--- src/rtl/red_mc_pkg.sv ---
// red_mc_pkg: shared state encoding and fixed widths for the multi-cycle RED operation
package red_mc_pkg;
  localparam int OP_W    = 16;
  localparam int SLICE_W = 4;
  localparam int RED_LAT = 8;
  typedef enum logic [3:0] {IDLE, UL, UH, LL, LH, F0, F1, F2, DONE} state_t;
endpackage

--- src/rtl/red_mc_cla_4bit.sv ---
// cla_4bit: 4-bit carry-lookahead add/sub slice with optional unsigned saturation
module cla_4bit
  import red_mc_pkg::*;
(
  input  logic [SLICE_W-1:0] a,
  input  logic [SLICE_W-1:0] b,
  input  logic               cin,
  input  logic               sub,
  input  logic               sat,
  output logic [SLICE_W-1:0] sum,
  output logic               cout
);
  logic [SLICE_W-1:0] bb, g, p, raw;
  logic [SLICE_W:0]   c;
  always_comb begin
    bb   = b ^ {SLICE_W{sub}};
    g    = a & bb;
    p    = a ^ bb;
    c[0] = cin;
    c[1] = g[0] | (p[0] & cin);
    c[2] = g[1] | (p[1] & g[0]) | (p[1] & p[0] & cin);
    c[3] = g[2] | (p[2] & g[1]) | (p[2] & p[1] & g[0]) | (p[2] & p[1] & p[0] & cin);
    c[4] = g[3] | (p[3] & g[2]) | (p[3] & p[2] & g[1]) | (p[3] & p[2] & p[1] & g[0])
         | (p[3] & p[2] & p[1] & p[0] & cin);
    raw  = p ^ c[SLICE_W-1:0];
    cout = c[4];
    // saturation clamps to all-ones on add overflow and to zero on subtract borrow
    sum  = !sat ? raw : sub ? (c[4] ? raw : '0) : (c[4] ? '1 : raw);
  end
endmodule

--- src/rtl/red_mc.sv ---
// red_mc: byte-reduction sum over one shared 4-bit slice in seven cycles (abort port under RED_MC_ABORT_EN)
module red_mc
  import red_mc_pkg::*;
(
  input  logic            clk,
  input  logic            rst,
  input  logic            start,
  input  logic [OP_W-1:0] A,
  input  logic [OP_W-1:0] B,
`ifdef RED_MC_ABORT_EN
  input  logic            abort,
`endif
  output logic            busy,
  output logic            done,
  output logic [OP_W-1:0] Out
);
  state_t state;
  logic [OP_W-1:0] op_a, op_b;
  logic [8:0] u, l;
  logic [7:0] f;
  logic carry, cin, cout, f12;
  logic [SLICE_W-1:0] sa, sb, sum;
  cla_4bit slice (.a(sa), .b(sb), .cin(cin), .sub(1'b0), .sat(1'b0), .sum(sum), .cout(cout));
  // final nibble adds the sign extensions of u and l, so f[12] is the 13-bit signed sum's sign
  assign f12 = u[8] ^ l[8] ^ cout;
  always_comb begin
    sa  = '0;
    sb  = '0;
    cin = carry;
    case (state)
      UL: begin sa = op_a[11:8];  sb = op_b[11:8];  cin = 1'b0; end
      UH: begin sa = op_a[15:12]; sb = op_b[15:12]; end
      LL: begin sa = op_a[3:0];   sb = op_b[3:0];   cin = 1'b0; end
      LH: begin sa = op_a[7:4];   sb = op_b[7:4];   end
      F0: begin sa = u[3:0];      sb = l[3:0];      cin = 1'b0; end
      F1: begin sa = u[7:4];      sb = l[7:4];      end
      F2: begin sa = {4{u[8]}};   sb = {4{l[8]}};   end
      default: cin = 1'b0;
    endcase
  end
  always_ff @(posedge clk) begin
    if (rst) begin
      state <= IDLE;
      busy  <= 1'b0;
      done  <= 1'b0;
      Out   <= '0;
      carry <= 1'b0;
      op_a  <= '0;
      op_b  <= '0;
      u     <= '0;
      l     <= '0;
      f     <= '0;
    end
`ifdef RED_MC_ABORT_EN
    else if (abort && busy) begin
      state <= IDLE;
      busy  <= 1'b0;
    end
`endif
    else begin
      case (state)
        UL: begin u[3:0] <= sum;         carry <= cout; state <= UH; end
        UH: begin u[8:4] <= {cout, sum}; carry <= cout; state <= LL; end
        LL: begin l[3:0] <= sum;         carry <= cout; state <= LH; end
        LH: begin l[8:4] <= {cout, sum}; carry <= cout; state <= F0; end
        F0: begin f[3:0] <= sum;         carry <= cout; state <= F1; end
        F1: begin f[7:4] <= sum;         carry <= cout; state <= F2; end
        F2: begin
          Out   <= {{3{f12}}, f12, sum, f};
          carry <= cout;
          done  <= 1'b1;
          busy  <= 1'b0;
          state <= DONE;
        end
        default: begin
          done <= 1'b0;
          if (start) begin
            op_a  <= A;
            op_b  <= B;
            carry <= 1'b0;
            busy  <= 1'b1;
            state <= UL;
          end else begin
            state <= IDLE;
          end
        end
      endcase
    end
  end
endmodule

--- config.mk ---
export PLATFORM = sky130hd
export DESIGN_NAME = red_mc
export DESIGN_NICKNAME = d
export VERILOG_FILES = /design/src/rtl/red_mc_pkg.sv /design/src/rtl/red_mc_cla_4bit.sv /design/src/rtl/red_mc.sv
export SDC_FILE = /design/constraint.sdc
export NUM_CORES = 1
export LEC_CHECK = 0
export CAP_MARGIN = 25
export CORE_ASPECT_RATIO = 0.8
export CORE_MARGIN = 2
export CORE_UTILIZATION = 60
export CTS_BUF_LIST = sky130_fd_sc_hd__clkbuf_8
export DETAILED_ROUTE_END_ITERATION = 10
export GPL_TIMING_DRIVEN = 0
export PLACE_DENSITY_LB_ADDON = 0.12
export REMOVE_ABC_BUFFERS = 1
export SLEW_MARGIN = 30
export SYNTH_ARGS = -nofsm -noshare
export SYNTH_HDL_FRONTEND = slang
export SYNTH_SLANG_ARGS = --single-unit
--- constraint.sdc ---
create_clock -name clk -period 4.1 [get_ports clk]
set_input_delay 0.82 -clock clk [delete_from_list [all_inputs] [get_ports clk]]
set_output_delay 0.82 -clock clk [all_outputs]
set_load 0.01 [all_outputs]
==> flow_summary.yaml, run 1 <==
sta:
  skew_ns: 0.00947
  min_period_over_period_pct: 88.2
  rsz0062_at_grt: "no"
  hold_viol_final: 0
  slew_headroom_pct: 35.7
  fin_hold_ws_ns: 0.449
  setup_violations: 0
  fmax_ghz: 0.277
  drv_slew: 0
  tightest_slew_ns: 0.961
  min_period_ns: 3.61
routing:
  vias_per_cell: 5.64
  routed_wl_mm: 7.90
  drt_iter0_drc: 214
  dr.pass1.iters: 6
  drc: 0
  vias: 3058
  wl_per_cell_um: 14.6
  ant_nets: 0
cts:
  numCtsBuffers: 9
  postCtsSetupBuffers: 0
  cts_buffer_depth: 2
  tritoncts: "done"
  cts_hold_buf: 0
  htreeDepth: 3
  clk_pin_slew_ns: 0.08
  cts_resized: 0
  cts.sinks: 78
  insertion_delay_ns: 0.35
  root_buffer: "clkbuf_8"
grt:
  grt_pass1_wl_mm: 13.4
  grt_pass1_vias: 2879
  overflow: 0
  grt_max_degree: 51
  grt_antenna_before_repair: 0
  grtUsageTotal_pct: 27.0
critical_path:
  worstPathMaxFanout: 12
  r2r_slack_ns: 0.49
  critPathTopFamily: "simple AND/OR/NAND/NOR gates"
  critPathMaxStageDelay_ns: 0.79
  required_ns: 4.38
  worstPathArrival_ns: 3.89
  cp.depth: 9
  crit_type: "flop to flop"
  reg2reg_depth: 9
  worstSetupStartpointType: "flop"
  cp_num_buf_inv: 0
  slowest_stage: "nor2_1"
  cp-end-kind: "flop"
  path_cells: "nand2b_1 > nor2_1 > a22oi_1 > nand3_1 > ha_1 > and2_1 > and4_4 > a2111o_1 > o21ai_1"
layout:
  drive_above_1_share_pct: 7.11
  final_nets: 500
  fillers: 422
  syn_to_final_growth_pct: 21.4
  diodes: 0
place:
  gp_congestion: 0.889
  io_buffers: 52
  hpwl_mm: 5.42
power:
  power_density_nw_per_um2: 398
  vdd_drop_max_mv: 0.226
  finalPower_mw: 1.68
  leakage_nw: 1.55
logic_synthesis:
  synth_top_flop_cell: "dfxtp_1"
  ys_seq_elements: 78
  yosysWarningCount: 0
  async_flop_share_pct: 0
  synth-edff-count: 0
  synth_cells: 428
  ys_types: 40
  syn-cell-area_um2: 3470
  yosysSeqAreaShare_pct: 45.0
  syn_avg_cell_area_um2: 8.11
die:
  ios: 53
  initial_utilization_pct: 62.8
  fp.dieH_um: 72.0
  die_area_um2: 6410
  dieWidth_um: 89.0
  rows: 24
  coreArea_um2: 5530
min_path:
  holdPathStages: 2
  min_path_type: "flop to flop"
flow_run:
  maxCapViolCount: 0
run_status:
  status: "finished, final reports clean"
per-stage QoR:
stage               instance area, µm²  setup TNS (ns)  cells  util [%]  setup WS (ns)
CTS                               4210               0    542      76.2          0.462
finish                            4220               0    542      76.3          0.485
detailed placement                3970               0    527      71.9          0.441
global route                      4220               0    542      76.3          0.190
global placement                  3930          -0.664    524      71.0        -0.0955
floorplan                         3310               0    394         -          0.865
power by group:
group / internal (mW) / leakage (nW) / switching [mW] / total (mW)
Combinational: 0.0802 / 0.796 / 0.109 / 0.189
Sequential: 0.790 / 0.634 / 0.0239 / 0.814
Clock: 0.414 / 0.124 / 0.263 / 0.677
Total: 1.28 / 1.55 / 0.395 / 1.68
flip-flops by register name, summed over array words and instances (netlist names):
register	flops
u	9
carry	1
busy	1
state	4
l	9
op_b	16
f	8
Out	13
op_a	16
done	1
final timing paths:
| path | startpoint | end |
|---|---|---|
| setup / recovery | state[2] | l[3] |
| hold / removal | f[0] | Out[0] |
| setup reg to reg | state[2] | l[3] |
| hold reg to reg | f[0] | Out[0] |
cell type report:
| cell class | count | area [µm²] | area share [%] |
|---|---|---|---|
| Sequential cell | 78 | 1560 | 37.0 |
| Multi-Input combinational cell | 313 | 1760 | 41.6 |
| Inverter | 3 | 11.3 | 0.267 |
| Timing Repair Buffer | 55 | 553 | 13.1 |
| Clock buffer | 10 | 138 | 3.27 |
| Tap cell | 78 | 97.6 | 2.32 |
| Clock inverter | 5 | 98.8 | 2.34 |
worst reg2reg max path: stages (launching register included):
cell and delay (ns):
dfxtp_1 0.59, nand2b_1 0.26, nor2_1 0.79, a22oi_1 0.21
nand3_1 0.14, ha_1 0.39, and2_1 0.22, and4_4 0.19
a2111o_1 0.56, o21ai_1 0.19
logic make-up after synthesis:
| kind of cell | count (synthesis) | share of synthesized area [%] |
|---|---|---|
| flops | 78 | 45.0 |
| buf+inv | 37 | 5.05 |
| mux | 7 | 2.02 |
| simple gates | 199 | 26.7 |
| fa+ha+maj | 5 | 2.02 |
| compound gates | 98 | 18.2 |
| xor+xnor | 4 | 1.01 |
routing by layer:
metal  GRT usage, %  vias to the layer above  wire (µm)
li1               -                     1533          -
met1           36.2                     1433       3700
met2           43.4                       84       3700
met3           7.05                        8        417
met4           7.30                        0         79
met5              0                        -          0
cell usage after synthesis, drive strengths merged, types with 2 or more instances:
master	count	area share, %
nor3	16	2.6
and3	3	0.54
or2	2	0.36
nor2b	5	1.1
nand3	5	0.72
and4	3	0.83
nand2b	5	0.90
nand4	5	0.90
inv	3	0.32
xnor2	3	0.76
a222oi	2	0.58
nor2	25	2.8
mux2i	7	2.0
nand3b	15	3.2
and2	2	0.36
a21oi	51	7.4
o21ai	8	1.2
a22oi	21	4.5
buf	20	3.2
clkbuf	14	1.5
nand2	111	12
dfxtp	78	45
or3	2	0.36
ha	4	1.4
a211oi	12	2.9
placed cells by master, fill, tap and decap left out, drive strengths merged:
cell | netlist | routed
nand2 | 111 | 111
dfxtp | 78 | 78
a21oi | 51 | 51
clkdlybuf4s50 | 0 | 51
nor2 | 25 | 25
a22oi | 21 | 21
nor3 | 16 | 16
nand3b | 15 | 15
a211oi | 12 | 12
clkbuf | 14 | 10
o21ai | 8 | 8
mux2i | 7 | 7
nand2b | 5 | 5
nand3 | 5 | 5
nand4 | 5 | 5
nor2b | 5 | 5
inv | 3 | 4
ha | 4 | 4
buf | 20 | 4
and3 | 3 | 3
xnor2 | 3 | 3
bufinv | 0 | 3
and4 | 3 | 3
a222oi | 2 | 2
or3 | 2 | 2
or2 | 2 | 2
and2 | 2 | 2
a21o | 1 | 1
a221oi | 1 | 1
a31oi | 1 | 1
a2111o | 1 | 1
xor2 | 1 | 1
fa | 1 | 1
clkinv | 0 | 1
(Power assumes the default switching activity.)
==> run 2: changes to the inputs <==
GPL_ROUTABILITY_DRIVEN = 0   (was unset)
==> flow_summary.yaml, run 2 (synthesized netlist as in run 1, its figures left out) <==
sta:
  hold_viol_final: 0
  setup_ws_ns: 0.396
  rsz0062_at_grt: "no"
  min_period_ns: 3.70
  tightest_slew_ns: 0.972
  setup_violations: 0
  tns_ns: 0
  slew_headroom_pct: 35.0
  skew_ns: 0.00498
  min_period_over_period_pct: 90.4
  drv_slew: 0
  fmax_ghz: 0.270
cts:
  root_buffer: "clkbuf_8"
  insertion_delay_ns: 0.36
  numCtsBuffers: 9
  tritoncts: "done"
  postCtsSetupBuffers: 0
  cts.sinks: 78
  htreeDepth: 3
  cts_resized: 0
  cts_hold_buf: 0
  clk_pin_slew_ns: 0.08
  cts_buffer_depth: 2
grt:
  grtUsageTotal_pct: 27.4
  met3_usage_pct: 6.83
  grt_pass1_vias: 2963
  grt_max_degree: 53
  met1_usage_pct: 36.6
  grt_antenna_before_repair: 0
  use_met2_pct: 43.6
  grt_pass1_wl_mm: 13.6
  top_usage_layer: "met2"
  overflow: 0
layout:
  diodes: 0
  syn_to_final_growth_pct: 21.1
  final_nets: 500
  fillers: 444
  reg.largest.list: "op_a x16, op_b x16, Out x13"
  final_common_cell: "nand2_1"
  final_util_pct: 76.0
  fin_cells: 543
  drive_above_1_share_pct: 7.53
  final_cell_mix: "110 x nand2_1, 78 x dfxtp_1, 51 x a21oi_1, 51 x clkdlybuf4s50_1, 23 x nor2_1"
  multi_input_area_um2: 1760
  regArea_um2: 1560
routing:
  vias: 3118
  dr.pass1.iters: 6
  vias_per_cell: 5.74
  drc: 0
  drt_iter0_drc: 227
  wl_per_cell_um: 14.8
  routed_wl_mm: 8.02
  ant_nets: 0
min_path:
  min_path_type: "flop to flop"
place:
  place_ws_ns: 0.461
  dp.cells: 527
  io_buffers: 52
  hpwl_mm: 5.40
critical_path:
  worstPathMaxFanout: 12
  r2r_end: "carry"
  required_ns: 4.35
  reg2reg_depth: 10
  crit_end: "carry"
  r2r-start: "state[2]"
  startpoint: "state[2]"
  cp-end-kind: "flop"
  r2r_slack_ns: 0.40
  worstSetupStartpointType: "flop"
  worstPathArrival_ns: 3.95
  crit_type: "flop to flop"
die:
  initial_utilization_pct: 62.8
  dieWidth_um: 89.0
  rows: 24
  ios: 53
  fp.dieH_um: 72.0
  die_area_um2: 6410
  coreArea_um2: 5530
power:
  power_density_nw_per_um2: 391
  leakage_nw: 1.54
  vdd_drop_max_mv: 0.268
run_status:
  status: "finished, final reports clean"
flow_run:
  maxCapViolCount: 0
## run 2: changes by cell type in the layout (fill, tap and decap cells not counted)
| cell | before | now |
|---|---|---|
| inv_1 | 4 | 3 |
| bufinv_16 | 3 | 2 |
| clkinv_2 | 1 | 2 |
| clkinvlp_4 | 0 | 2 |
## run 2: how the worst min path moves through the flow
stage / start / endpoint / slack [ns] / cells past startpoint
3_5_place_dp: f[4] / Out[4] / 0.45 / 2
3_3_place_gp: f[4] / Out[4] / 0.44 / 2
2_1_floorplan: f[2] / Out[2] / 0.43 / 2
6_report: Out[5] / Out[5] / 0.46 / 2
5_1_grt: l[1] / l[1] / 0.47 / 2
4_1_cts: f[4] / Out[4] / 0.46 / 2
## run 2: area by class of cell
cell class	count	area share, %
multi-input cells	313	41.8
clock buffers	10	3.28
inverters	3	0.268
flip-flops and latches	78	37.2
well taps	78	2.32
clock inverters	6	2.03
repair buffers	55	13.2
## run 2: routing by layer
layer	vias to the layer above	wire [µm]
met5	-	0
met4	0	78
met3	12	461
met2	101	3740
met1	1467	3740
li1	1538	-
## run 2: worst max-delay path: stages, from the launching register on
cell      delay (ns)
dfxtp_1         0.61
nand2b_1        0.27
nor2_1          0.81
a22oi_1         0.21
nand3_1         0.14
ha_1            0.37
a21oi_1         0.30
a21oi_1         0.15
a211oi_2        0.40
o21ai_0         0.18
nor2b_1         0.16
## run 2: per-stage QoR
stage                     hold WS, ns  total power, mW  area [µm²]
after floorplan                 0.426            0.931        3310
after global placement          0.439             1.01        3930
after detailed placement        0.446             1.02        3970
after CTS                       0.457             1.65        4200
after global routing            0.472             1.71        4200
final                           0.455             1.64        4200
## run 2: power breakdown
group / switching (mW) / internal, mW
Sequential: 0.0239 / 0.790
Clock: 0.281 / 0.357
Combinational: 0.110 / 0.0803
